<file path="config.mk">
export PLATFORM = sky130hd
export DESIGN_NAME = id_stage_fwd_n_flat
export DESIGN_NICKNAME = d
export VERILOG_FILES = /design/src/rtl/id_stage_fwd_n_pkg.sv /design/src/rtl/id_stage_fwd_n_if.sv /design/src/rtl/id_stage_fwd_n_regfile.sv /design/src/rtl/id_stage_fwd_n.sv /design/src/flat_wrapper.sv
export SDC_FILE = /design/constraint.sdc
export NUM_CORES = 2
export LEC_CHECK = 0
export BUFFER_PORTS_ARGS = -buffer_cell sky130_fd_sc_hd__buf_4
export CORE_UTILIZATION = 51
export CTS_CLUSTER_DIAMETER = 150
export DETAILED_ROUTE_END_ITERATION = 16
export PLACE_DENSITY_LB_ADDON = 0.1
export SLEW_MARGIN = 5
export SYNTH_ARGS = -nofsm -noshare
export SYNTH_HDL_FRONTEND = slang
export SYNTH_SLANG_ARGS = --single-unit
</file>
<file path="constraint.sdc">
create_clock -name clk -period 38.7 [get_ports clk]
set_clock_uncertainty 0.15 [all_clocks]
set_input_delay 3.87 -clock clk [delete_from_list [all_inputs] [get_ports clk]]
set_output_delay 3.87 -clock clk [all_outputs]
set_load 0.02 [all_outputs]
</file>
<file path="src/rtl/id_stage_fwd_n_pkg.sv">
// Shared decode constants for the ID stage: opcodes, branch funct3 codes,
// the canonical NOP and the immediate-format classifier.
package id_pkg;

  localparam logic [6:0] OP_LOAD   = 7'h03;
  localparam logic [6:0] OP_IMM    = 7'h13;
  localparam logic [6:0] OP_AUIPC  = 7'h17;
  localparam logic [6:0] OP_STORE  = 7'h23;
  localparam logic [6:0] OP_LUI    = 7'h37;
  localparam logic [6:0] OP_BRANCH = 7'h63;
  localparam logic [6:0] OP_JALR   = 7'h67;
  localparam logic [6:0] OP_JAL    = 7'h6F;
  localparam logic [6:0] OP_SYSTEM = 7'h73;

  localparam logic [2:0] F3_BEQ  = 3'b000;
  localparam logic [2:0] F3_BNE  = 3'b001;
  localparam logic [2:0] F3_BLT  = 3'b100;
  localparam logic [2:0] F3_BGE  = 3'b101;
  localparam logic [2:0] F3_BLTU = 3'b110;
  localparam logic [2:0] F3_BGEU = 3'b111;

  localparam logic [31:0] NOP_INST = 32'h0000_0013;

  typedef enum logic [2:0] {
    IMM_NONE,
    IMM_I,
    IMM_S,
    IMM_B,
    IMM_U,
    IMM_J
  } imm_fmt_e;

  // Immediate layout implied by the major opcode
  function automatic imm_fmt_e imm_fmt(input logic [6:0] op);
    case (op)
      OP_LOAD, OP_IMM, OP_JALR, OP_SYSTEM: return IMM_I;
      OP_STORE:                            return IMM_S;
      OP_BRANCH:                           return IMM_B;
      OP_AUIPC, OP_LUI:                    return IMM_U;
      OP_JAL:                              return IMM_J;
      default:                             return IMM_NONE;
    endcase
  endfunction

endpackage

</file>
<file path="src/rtl/id_stage_fwd_n_if.sv">
// Fetch-to-decode handshake: IF presents {PC, instruction, valid},
// ID answers with its ready flag.
interface id_stage_fwd_n_if #(
  parameter int XLEN = 32
);
  logic [XLEN-1:0] PC_IF;
  logic [31:0]     inst_IF;
  logic            valid_IF;
  logic            ready_ID;

  modport master (output PC_IF, output inst_IF, output valid_IF, input ready_ID);
  modport slave  (input PC_IF, input inst_IF, input valid_IF, output ready_ID);
endinterface

</file>
<file path="src/rtl/id_stage_fwd_n_regfile.sv">
// Architectural register file: x0 hardwired to zero, synchronous write,
// combinational read with write-through so a same-cycle write is visible.
module id_regfile #(
  parameter int XLEN = 32,
  parameter int RA_W = 5
) (
  input  logic            clk,
  input  logic            rst,
  input  logic            i_we,
  input  logic [RA_W-1:0] i_waddr,
  input  logic [XLEN-1:0] i_wdata,
  input  logic [RA_W-1:0] i_raddr1,
  input  logic [RA_W-1:0] i_raddr2,
  output logic [XLEN-1:0] o_rdata1,
  output logic [XLEN-1:0] o_rdata2
);

  logic [XLEN-1:0] r_mem [0:(2**RA_W)-1];

  // Write port; entry 0 is never written so it stays at its reset value
  always_ff @(posedge clk or posedge rst) begin
    if (rst) begin
      for (int k = 0; k < 2**RA_W; k++) r_mem[k] <= '0;
    end else if (i_we && (i_waddr != '0)) begin
      r_mem[i_waddr] <= i_wdata;
    end
  end

  // Read port 1 with x0 forcing and write-through bypass
  always_comb begin
    o_rdata1 = r_mem[i_raddr1];
    if (i_raddr1 == '0)                         o_rdata1 = '0;
    else if (i_we && (i_waddr == i_raddr1))     o_rdata1 = i_wdata;
  end

  // Read port 2 with x0 forcing and write-through bypass
  always_comb begin
    o_rdata2 = r_mem[i_raddr2];
    if (i_raddr2 == '0)                         o_rdata2 = '0;
    else if (i_we && (i_waddr == i_raddr2))     o_rdata2 = i_wdata;
  end

endmodule

</file>
<file path="src/rtl/id_stage_fwd_n.sv">
// Decode stage: IF/ID register, register fetch, N-source operand
// forwarding with readiness-based hazard stall, and branch/jump resolution.
module id_stage_fwd_n #(
  parameter int XLEN  = 32,
  parameter int N_FWD = 3,
  parameter int RA_W  = 5,
  parameter int CNT_W = 32
) (
  input  logic                   clk,
  input  logic                   rst,
  id_stage_fwd_n_if.slave        fetch,
  input  logic                   stall_ext,
  input  logic [RA_W*N_FWD-1:0]  rdAddr_out,
  input  logic [N_FWD-1:0]       regWrite_out,
  input  logic [XLEN*N_FWD-1:0]  DATA_out,
  input  logic [N_FWD-1:0]       ready_out,
  input  logic                   regWrite_WB,
  input  logic [RA_W-1:0]        rdAddr_WB,
  input  logic [XLEN-1:0]        rdData_WB,
  output logic [XLEN-1:0]        PC_ID,
  output logic [31:0]            inst_ID,
  output logic                   valid_ID,
  output logic [RA_W-1:0]        rs1Addr_ID,
  output logic [RA_W-1:0]        rs2Addr_ID,
  output logic [RA_W-1:0]        rdAddr_ID,
  output logic [XLEN-1:0]        rs1Data_ID,
  output logic [XLEN-1:0]        rs2Data_ID,
  output logic [XLEN-1:0]        imm_ID,
  output logic [XLEN-1:0]        jump_addr,
  output logic                   redirect,
  output logic                   stall,
  output logic                   reg_DE_flush,
  output logic                   ready_ID,
  output logic [CNT_W-1:0]       perf_stall_cnt
);
  import id_pkg::*;

  typedef struct packed {
    logic            hit;
    logic            rdy;
    logic [XLEN-1:0] data;
  } fwd_t;

  // Youngest-first source select; an older stage never masks a younger one
  function automatic fwd_t fwd_pick(input logic [RA_W-1:0]       rs,
                                    input logic [N_FWD-1:0]      we,
                                    input logic [RA_W*N_FWD-1:0] rd,
                                    input logic [XLEN*N_FWD-1:0] dat,
                                    input logic [N_FWD-1:0]      rdy);
    fwd_t f;
    f = '{hit: 1'b0, rdy: 1'b1, data: '0};
    for (int i = N_FWD - 1; i >= 0; i--) begin
      if (we[i] && (rd[i*RA_W +: RA_W] == rs) && (rs != '0)) begin
        f.hit  = 1'b1;
        f.rdy  = rdy[i];
        f.data = dat[i*XLEN +: XLEN];
      end
    end
    return f;
  endfunction

  function automatic logic [CNT_W-1:0] sat_inc(input logic [CNT_W-1:0] v);
    return (&v) ? v : v + CNT_W'(1);
  endfunction

  logic [XLEN-1:0]   r_pc_p1;
  logic [31:0]       r_inst_p1;
  logic              r_vld_p1;
  logic [CNT_W-1:0]  r_stall_cnt;

  logic [6:0]        w_op;
  logic [2:0]        w_f3;
  logic [RA_W-1:0]   w_rs1, w_rs2, w_rd;
  logic [XLEN-1:0]   w_rf1, w_rf2;
  fwd_t              w_f1, w_f2;
  logic [XLEN-1:0]   w_op1, w_op2;
  logic signed [XLEN-1:0] w_op1_s, w_op2_s;
  logic signed [31:0] w_imm32;
  logic [XLEN-1:0]   w_imm;
  logic              w_taken, w_is_jal, w_is_jalr, w_is_br;
  logic              w_stall, w_redirect;
  logic [XLEN-1:0]   w_jalr_sum;
  logic [XLEN-1:0]   w_target;

  assign w_op = r_inst_p1[6:0];
  assign w_f3 = r_inst_p1[14:12];

  // Register fields, masked per opcode and cleared for an empty slot
  always_comb begin
    w_rs1 = RA_W'(r_inst_p1[19:15]);
    w_rs2 = RA_W'(r_inst_p1[24:20]);
    w_rd  = RA_W'(r_inst_p1[11:7]);
    if (!r_vld_p1 || w_op == OP_STORE || w_op == OP_BRANCH) w_rd = '0;
    if (!r_vld_p1 || w_op == OP_AUIPC || w_op == OP_LUI || w_op == OP_JAL) w_rs1 = '0;
    if (!r_vld_p1 || w_op == OP_LOAD || w_op == OP_IMM || w_op == OP_AUIPC ||
        w_op == OP_LUI || w_op == OP_JALR || w_op == OP_JAL || w_op == OP_SYSTEM) w_rs2 = '0;
  end

  id_regfile #(.XLEN(XLEN), .RA_W(RA_W)) u_rf (
    .clk      (clk),
    .rst      (rst),
    .i_we     (regWrite_WB),
    .i_waddr  (rdAddr_WB),
    .i_wdata  (rdData_WB),
    .i_raddr1 (w_rs1),
    .i_raddr2 (w_rs2),
    .o_rdata1 (w_rf1),
    .o_rdata2 (w_rf2)
  );

  assign w_f1  = fwd_pick(w_rs1, regWrite_out, rdAddr_out, DATA_out, ready_out);
  assign w_f2  = fwd_pick(w_rs2, regWrite_out, rdAddr_out, DATA_out, ready_out);
  assign w_op1 = w_f1.hit ? w_f1.data : w_rf1;
  assign w_op2 = w_f2.hit ? w_f2.data : w_rf2;
  assign w_op1_s = w_op1;
  assign w_op2_s = w_op2;

  assign w_stall = r_vld_p1 & ((w_f1.hit & ~w_f1.rdy) | (w_f2.hit & ~w_f2.rdy));

  // Immediate assembly; sign comes from inst[31] for every format
  always_comb begin
    w_imm32 = '0;
    case (imm_fmt(w_op))
      IMM_I: w_imm32 = {{20{r_inst_p1[31]}}, r_inst_p1[31:20]};
      IMM_S: w_imm32 = {{20{r_inst_p1[31]}}, r_inst_p1[31:25], r_inst_p1[11:7]};
      IMM_B: w_imm32 = {{19{r_inst_p1[31]}}, r_inst_p1[31], r_inst_p1[7],
                        r_inst_p1[30:25], r_inst_p1[11:8], 1'b0};
      IMM_U: w_imm32 = {r_inst_p1[31:12], 12'b0};
      IMM_J: w_imm32 = {{11{r_inst_p1[31]}}, r_inst_p1[31], r_inst_p1[19:12],
                        r_inst_p1[20], r_inst_p1[30:21], 1'b0};
      default: w_imm32 = '0;
    endcase
  end

  assign w_imm = r_vld_p1 ? XLEN'(w_imm32) : '0;

  // Branch condition on the forwarded operands
  always_comb begin
    case (w_f3)
      F3_BEQ:  w_taken = (w_op1 == w_op2);
      F3_BNE:  w_taken = (w_op1 != w_op2);
      F3_BLT:  w_taken = (w_op1_s <  w_op2_s);
      F3_BGE:  w_taken = (w_op1_s >= w_op2_s);
      F3_BLTU: w_taken = (w_op1 <  w_op2);
      F3_BGEU: w_taken = (w_op1 >= w_op2);
      default: w_taken = 1'b0;
    endcase
  end

  assign w_is_jal  = r_vld_p1 & (w_op == OP_JAL);
  assign w_is_jalr = r_vld_p1 & (w_op == OP_JALR);
  assign w_is_br   = r_vld_p1 & (w_op == OP_BRANCH);

  // Target selection; JALR clears bit 0 of the register-relative sum
  always_comb begin
    w_jalr_sum    = w_op1 + w_imm;
    w_jalr_sum[0] = 1'b0;
    w_target      = '0;
    if (w_is_jalr)                 w_target = w_jalr_sum;
    else if (w_is_jal || w_is_br)  w_target = r_pc_p1 + w_imm;
  end

  assign w_redirect = r_vld_p1 & ~w_stall & ~stall_ext &
                      (w_is_jal | w_is_jalr | (w_is_br & w_taken));

  // IF/ID register: hold on any stall, squash behind a redirect, else load
  always_ff @(posedge clk or posedge rst) begin
    if (rst) begin
      r_pc_p1   <= '0;
      r_inst_p1 <= NOP_INST;
      r_vld_p1  <= 1'b0;
    end else if (!(w_stall || stall_ext)) begin
      if (w_redirect) begin
        r_inst_p1 <= NOP_INST;
        r_vld_p1  <= 1'b0;
      end else begin
        r_pc_p1   <= fetch.PC_IF;
        r_inst_p1 <= fetch.inst_IF;
        r_vld_p1  <= fetch.valid_IF;
      end
    end
  end

  // Saturating count of data-hazard stall cycles
  always_ff @(posedge clk or posedge rst) begin
    if (rst)          r_stall_cnt <= '0;
    else if (w_stall) r_stall_cnt <= sat_inc(r_stall_cnt);
  end

  assign PC_ID          = r_pc_p1;
  assign inst_ID        = r_inst_p1;
  assign valid_ID       = r_vld_p1;
  assign rs1Addr_ID     = w_rs1;
  assign rs2Addr_ID     = w_rs2;
  assign rdAddr_ID      = w_rd;
  assign rs1Data_ID     = r_vld_p1 ? w_op1 : '0;
  assign rs2Data_ID     = r_vld_p1 ? w_op2 : '0;
  assign imm_ID         = w_imm;
  assign jump_addr      = w_target;
  assign redirect       = w_redirect;
  assign stall          = w_stall;
  assign reg_DE_flush   = w_stall & ~stall_ext;
  assign ready_ID       = ~(w_stall | stall_ext);
  assign fetch.ready_ID = ready_ID;
  assign perf_stall_cnt = r_stall_cnt;

endmodule
</file>
<file path="src/flat_wrapper.sv">
// flat-port wrapper written by rule: the top's interface ports become plain ports
module id_stage_fwd_n_flat import id_pkg::*;
#(
  parameter int XLEN  = 32,
  parameter int N_FWD = 3,
  parameter int RA_W  = 5,
  parameter int CNT_W = 32
)
  (clk, rst, stall_ext, rdAddr_out, regWrite_out, DATA_out, ready_out, regWrite_WB, rdAddr_WB, rdData_WB, PC_ID, inst_ID, valid_ID, rs1Addr_ID, rs2Addr_ID, rdAddr_ID, rs1Data_ID, rs2Data_ID, imm_ID, jump_addr, redirect, stall, reg_DE_flush, ready_ID, perf_stall_cnt, fetch_PC_IF, fetch_inst_IF, fetch_valid_IF, fetch_ready_ID);
  id_stage_fwd_n_if #(.XLEN(XLEN)) fetch_i ();
  input  logic clk;
  input  logic rst;
  input  logic stall_ext;
  input  logic [RA_W*N_FWD-1:0] rdAddr_out;
  input  logic [N_FWD-1:0] regWrite_out;
  input  logic [XLEN*N_FWD-1:0] DATA_out;
  input  logic [N_FWD-1:0] ready_out;
  input  logic regWrite_WB;
  input  logic [RA_W-1:0] rdAddr_WB;
  input  logic [XLEN-1:0] rdData_WB;
  output logic [XLEN-1:0] PC_ID;
  output logic [31:0] inst_ID;
  output logic valid_ID;
  output logic [RA_W-1:0] rs1Addr_ID;
  output logic [RA_W-1:0] rs2Addr_ID;
  output logic [RA_W-1:0] rdAddr_ID;
  output logic [XLEN-1:0] rs1Data_ID;
  output logic [XLEN-1:0] rs2Data_ID;
  output logic [XLEN-1:0] imm_ID;
  output logic [XLEN-1:0] jump_addr;
  output logic redirect;
  output logic stall;
  output logic reg_DE_flush;
  output logic ready_ID;
  output logic [CNT_W-1:0] perf_stall_cnt;
  input wire logic [$bits(fetch_i.PC_IF)-1:0] fetch_PC_IF;
  input wire logic [$bits(fetch_i.inst_IF)-1:0] fetch_inst_IF;
  input wire logic [$bits(fetch_i.valid_IF)-1:0] fetch_valid_IF;
  output wire logic [$bits(fetch_i.ready_ID)-1:0] fetch_ready_ID;
  assign fetch_i.PC_IF = fetch_PC_IF;
  assign fetch_i.inst_IF = fetch_inst_IF;
  assign fetch_i.valid_IF = fetch_valid_IF;
  assign fetch_ready_ID = fetch_i.ready_ID;
  id_stage_fwd_n #(.XLEN(XLEN), .N_FWD(N_FWD), .RA_W(RA_W), .CNT_W(CNT_W)) u_core (.clk(clk), .rst(rst), .fetch(fetch_i), .stall_ext(stall_ext), .rdAddr_out(rdAddr_out), .regWrite_out(regWrite_out), .DATA_out(DATA_out), .ready_out(ready_out), .regWrite_WB(regWrite_WB), .rdAddr_WB(rdAddr_WB), .rdData_WB(rdData_WB), .PC_ID(PC_ID), .inst_ID(inst_ID), .valid_ID(valid_ID), .rs1Addr_ID(rs1Addr_ID), .rs2Addr_ID(rs2Addr_ID), .rdAddr_ID(rdAddr_ID), .rs1Data_ID(rs1Data_ID), .rs2Data_ID(rs2Data_ID), .imm_ID(imm_ID), .jump_addr(jump_addr), .redirect(redirect), .stall(stall), .reg_DE_flush(reg_DE_flush), .ready_ID(ready_ID), .perf_stall_cnt(perf_stall_cnt));
endmodule
</file>
==> results.sh <==
export IMPL_final_min_clock_period_ps=15710
export IMPL_synth_seq_cells=1121
export IMPL_cts_root_buf="clkbuf_16"
export IMPL_crit_arrival_ps=11690
export IMPL_clock_latency_ps=790
export IMPL_place_hpwl_um=183000
export IMPL_yosysTopAreaCell="dfrtp_1"
export IMPL_avgSynthCellArea_um2=9.70
export IMPL_routed_via_density=7.05
export IMPL_critPathSlowestCell="buf_4"
export IMPL_drc_errors=0
export IMPL_cp_slowest_stage_delay_ps=750
export IMPL_syn_num_nets=7350
export IMPL_cap_violations=0
export IMPL_power_sequential_fraction_pct=39.7
export IMPL_switching_share_pct=35.0
export IMPL_syn_area_um2=68200
export IMPL_slew_headroom_pct=5.22
export IMPL_crit_required_ps=34680
export IMPL_fin_util_pct=58.6
export IMPL_slew_violations=0
export IMPL_worst_hold_path_endpoint="u_core.u_rf.r_mem[992]$_DFFE_PP0P_"
export IMPL_tightest_slew_ps=1420
export IMPL_power_frac_comb_pct=27.5
export IMPL_vias=63200
export IMPL_synth_common_cells="dfrtp_1 (1118), nand2_1 (1032), mux2_2 (1012), clkbuf_1 (539), a211oi_1 (374)"
export IMPL_path_buf_inv=5
export IMPL_final_cells=8964
export IMPL_synth_ff_type="dfrtp_1"
export IMPL_grt_pass1_wl_um=436000
export IMPL_core_area_um2=132000
export IMPL_rr_startpoint="u_core.inst_ID[6]$_DFFE_PP0P_"
export IMPL_hold_path_class="reg -> reg"
export IMPL_path_max_fanout=65
export IMPL_path_clk_slew_ps=60
export IMPL_place_inst=8705
export IMPL_synthArstFlopShare_pct=100
export IMPL_synth_edf_count=0
export IMPL_finalWirelength_um=305000
export IMPL_ant_nets=0
export IMPL_cts_buffers=131
export IMPL_drt_pass1_iter_count=8
export IMPL_synth_area_top_cells="dfrtp_1 (41%), mux2_2 (17%), nand2_1 (5.7%)"
export IMPL_ctsHoldBuffers=0
export IMPL_drtIter0Drc=8946
export IMPL_io_pins=468
export IMPL_crit_path_end_kind="primary output"
export IMPL_period_share_pct=40.6
export IMPL_p_int_mw=2.56
export IMPL_min_delay_start="u_core.u_rf.r_mem[992]$_DFFE_PP0P_"
export IMPL_netlist_area_leader_share_pct=41.0
export IMPL_grt_antenna_before_repair=29
export IMPL_num_rows=133
export IMPL_cts_resized=0
export IMPL_grt_remaining_overflow=0
export IMPL_p_clk_share_pct=32.8
export IMPL_cts_setup_buffers=0
export IMPL_tritoncts="yes"
export IMPL_netlist_instances=7031
export IMPL_r2r_setup_slack_ps=26880
export IMPL_synth_cell_types=97
export IMPL_worst_setup_path_start_kind="flip-flop"
export IMPL_rsz0062_at_grt="no"
export IMPL_yosysSeqAreaShare_pct=41.1
export IMPL_die_y_um=368
export IMPL_timing_fmax_mhz=63.7
export IMPL_preCtsSetupSlack_ps=23760
export IMPL_grt_max_degree=137
export IMPL_outcome="completed"
export IMPL_io_buffers=467
export IMPL_r2r_end="u_core.PC_ID[29]$_DFFE_PP0P_"
export IMPL_switchingPower_mw=1.38
export IMPL_ctsHtreeMaxLevel=4
export IMPL_ys_warn_count=0
export IMPL_reg2regPathDepth=34
export IMPL_nNetsFinal=7402
export IMPL_initial_core_util_pct=51.6
export IMPL_worstSetupPathType="reg -> out"
export IMPL_hold_viol=0
export IMPL_cts_path_max_buffers=3
export IMPL_yosysMostFrequentCell="dfrtp_1"
export IMPL_fin_setup_tns_ps=0
export IMPL_grt_pass1_vias=59400
export IMPL_p_leak_nw=34.8
export IMPL_die_area_um2=135000
export IMPL_die_x_um=368
export IMPL_vdd_drop_max_mv=0.0387
export IMPL_avgRoutedWirePerCell_um=34.0
export IMPL_grtUsageTotal_pct=44.0
export IMPL_finalSetupViolations=0
export IMPL_area_delta_synth_final_pct=13.5
export IMPL_drive_gt1_share_pct=27.7
export IMPL_place_congestion=1.00
export IMPL_power_per_cell_area_nw_per_um2=50.9
export IMPL_cts_sinks=1121
export IMPL_path_delay_family="compound AO/OA/AOI/OAI gates"
export IMPL_min_path_cells=0
export IMPL_fin_ws_ps=22990
==> power by group through the flow <==
stage	combinational (mW)	clock [mW]	sequential, mW
2_1_floorplan	0.678	0	1.53
3_3_place_gp	1.04	0	1.56
3_5_place_dp	1.05	0	1.57
4_1_cts	1.05	1.30	1.55
5_1_grt	1.14	1.35	1.59
6_report	1.08	1.29	1.56
==> layer usage <==
metal / wire (um) / part of all wire, % / global-route usage (%) / vias to the layer above
li1: - / - / - / 26100
met2: 130000 / 43 / 63.7 / 4463
met4: 22400 / 7.3 / 27.7 / 18
met5: 120 / 0.039 / 0 / -
met3: 36700 / 12 / 12.9 / 1160
met1: 116000 / 38 / 57.5 / 31500
==> metrics by stage <==
stage | instance area [um^2] | power, mW | hold slack [ps]
after detailed placement | 72900 | 2.62 | 216
after global placement | 72900 | 2.60 | 218
after floorplan | 68200 | 2.21 | 279
after CTS | 77400 | 3.90 | 232
after global routing | 77400 | 4.07 | 246
final | 77400 | 3.94 | 231
==> kinds of logic after synthesis <==
| logic type | after synthesis | share of synthesized area (%) |
|---|---|---|
| AO/OA/AOI/OAI | 1643 | 16.2 |
| XOR/XNOR | 103 | 1.32 |
| adder cells (fa/ha/maj) | 96 | 1.78 |
| buffers and inverters | 772 | 4.46 |
| flip-flops | 1121 | 41.1 |
| multiplexers | 1344 | 21.9 |
| AND/OR/NAND/NOR | 1952 | 13.2 |
==> worst register-to-register path: cells and delay by family (launching register included) <==
kind / cells / cell delay [ps]
buf+inv: 5 / 2900
flops: 1 / 520
simple gates: 8 / 1980
compound gates: 18 / 5030
fa+ha+maj: 1 / 320
mux: 2 / 800
==> how the worst max path moves through the flow <==
stage / slack [ps] / to / from / depth (start not counted)
after global routing: 22650 / redirect / u_core.inst_ID[6]$_DFFE_PP0P_ / 33
after global placement: 23810 / redirect / rdAddr_WB[1] / 27
after detailed placement: 23760 / redirect / rdAddr_out[12] / 27
after CTS: 23320 / redirect / u_core.inst_ID[6]$_DFFE_PP0P_ / 33
after floorplan: 3120 / u_core.PC_ID[0]$_DFFE_PP0P_ / rst / 1
final: 22990 / redirect / u_core.inst_ID[6]$_DFFE_PP0P_ / 33
==> final cells by class <==
cell class | count | area (um^2)
diodes | 20 | 50.0
clock buffers | 190 | 3880
clock inverters | 49 | 594
fillers | 11500 | 54700
inverters | 60 | 265
multi-input cells | 5138 | 37500
flip-flops and latches | 1121 | 28100
well taps | 1755 | 2200
repair buffers | 631 | 4850
==> registers in the layout, indices dropped and copies added, names as in the netlist <==
signal	count
u_core.u_rf.r_mem	1024
u_core.PC_ID	32
u_core.inst_ID	32
u_core.perf_stall_cnt	32
u_core.valid_ID	1
==> cell usage in the layout, fill, tap and decap left out, types with 16 or more instances in the layout <==
cell,instances
buf_4,622
clkbuf_16,133
xnor2_1,74
mux2_2,1012
o22ai_1,48
nand3_1,173
a21o_1,43
xor2_1,29
a2111oi_0,22
a221oi_1,73
diode_2,20
o211ai_1,17
mux2_1,31
ha_1,94
and2_1,46
nor4_1,42
nand4_1,21
o21ai_0,319
a21oi_1,307
inv_1,47
a31oi_1,133
nor2b_1,28
a211oi_1,374
clkbuf_1,23
and3_1,266
nand2_2,16
nor2_1,180
a32oi_1,156
clkbuf_8,34
nand2_1,1014
nor3_1,31
nand2b_1,27
nor2_4,19
dfrtp_1,1114
clkinv_2,20
mux2i_1,286
Power figures use the tool's default switching activity.
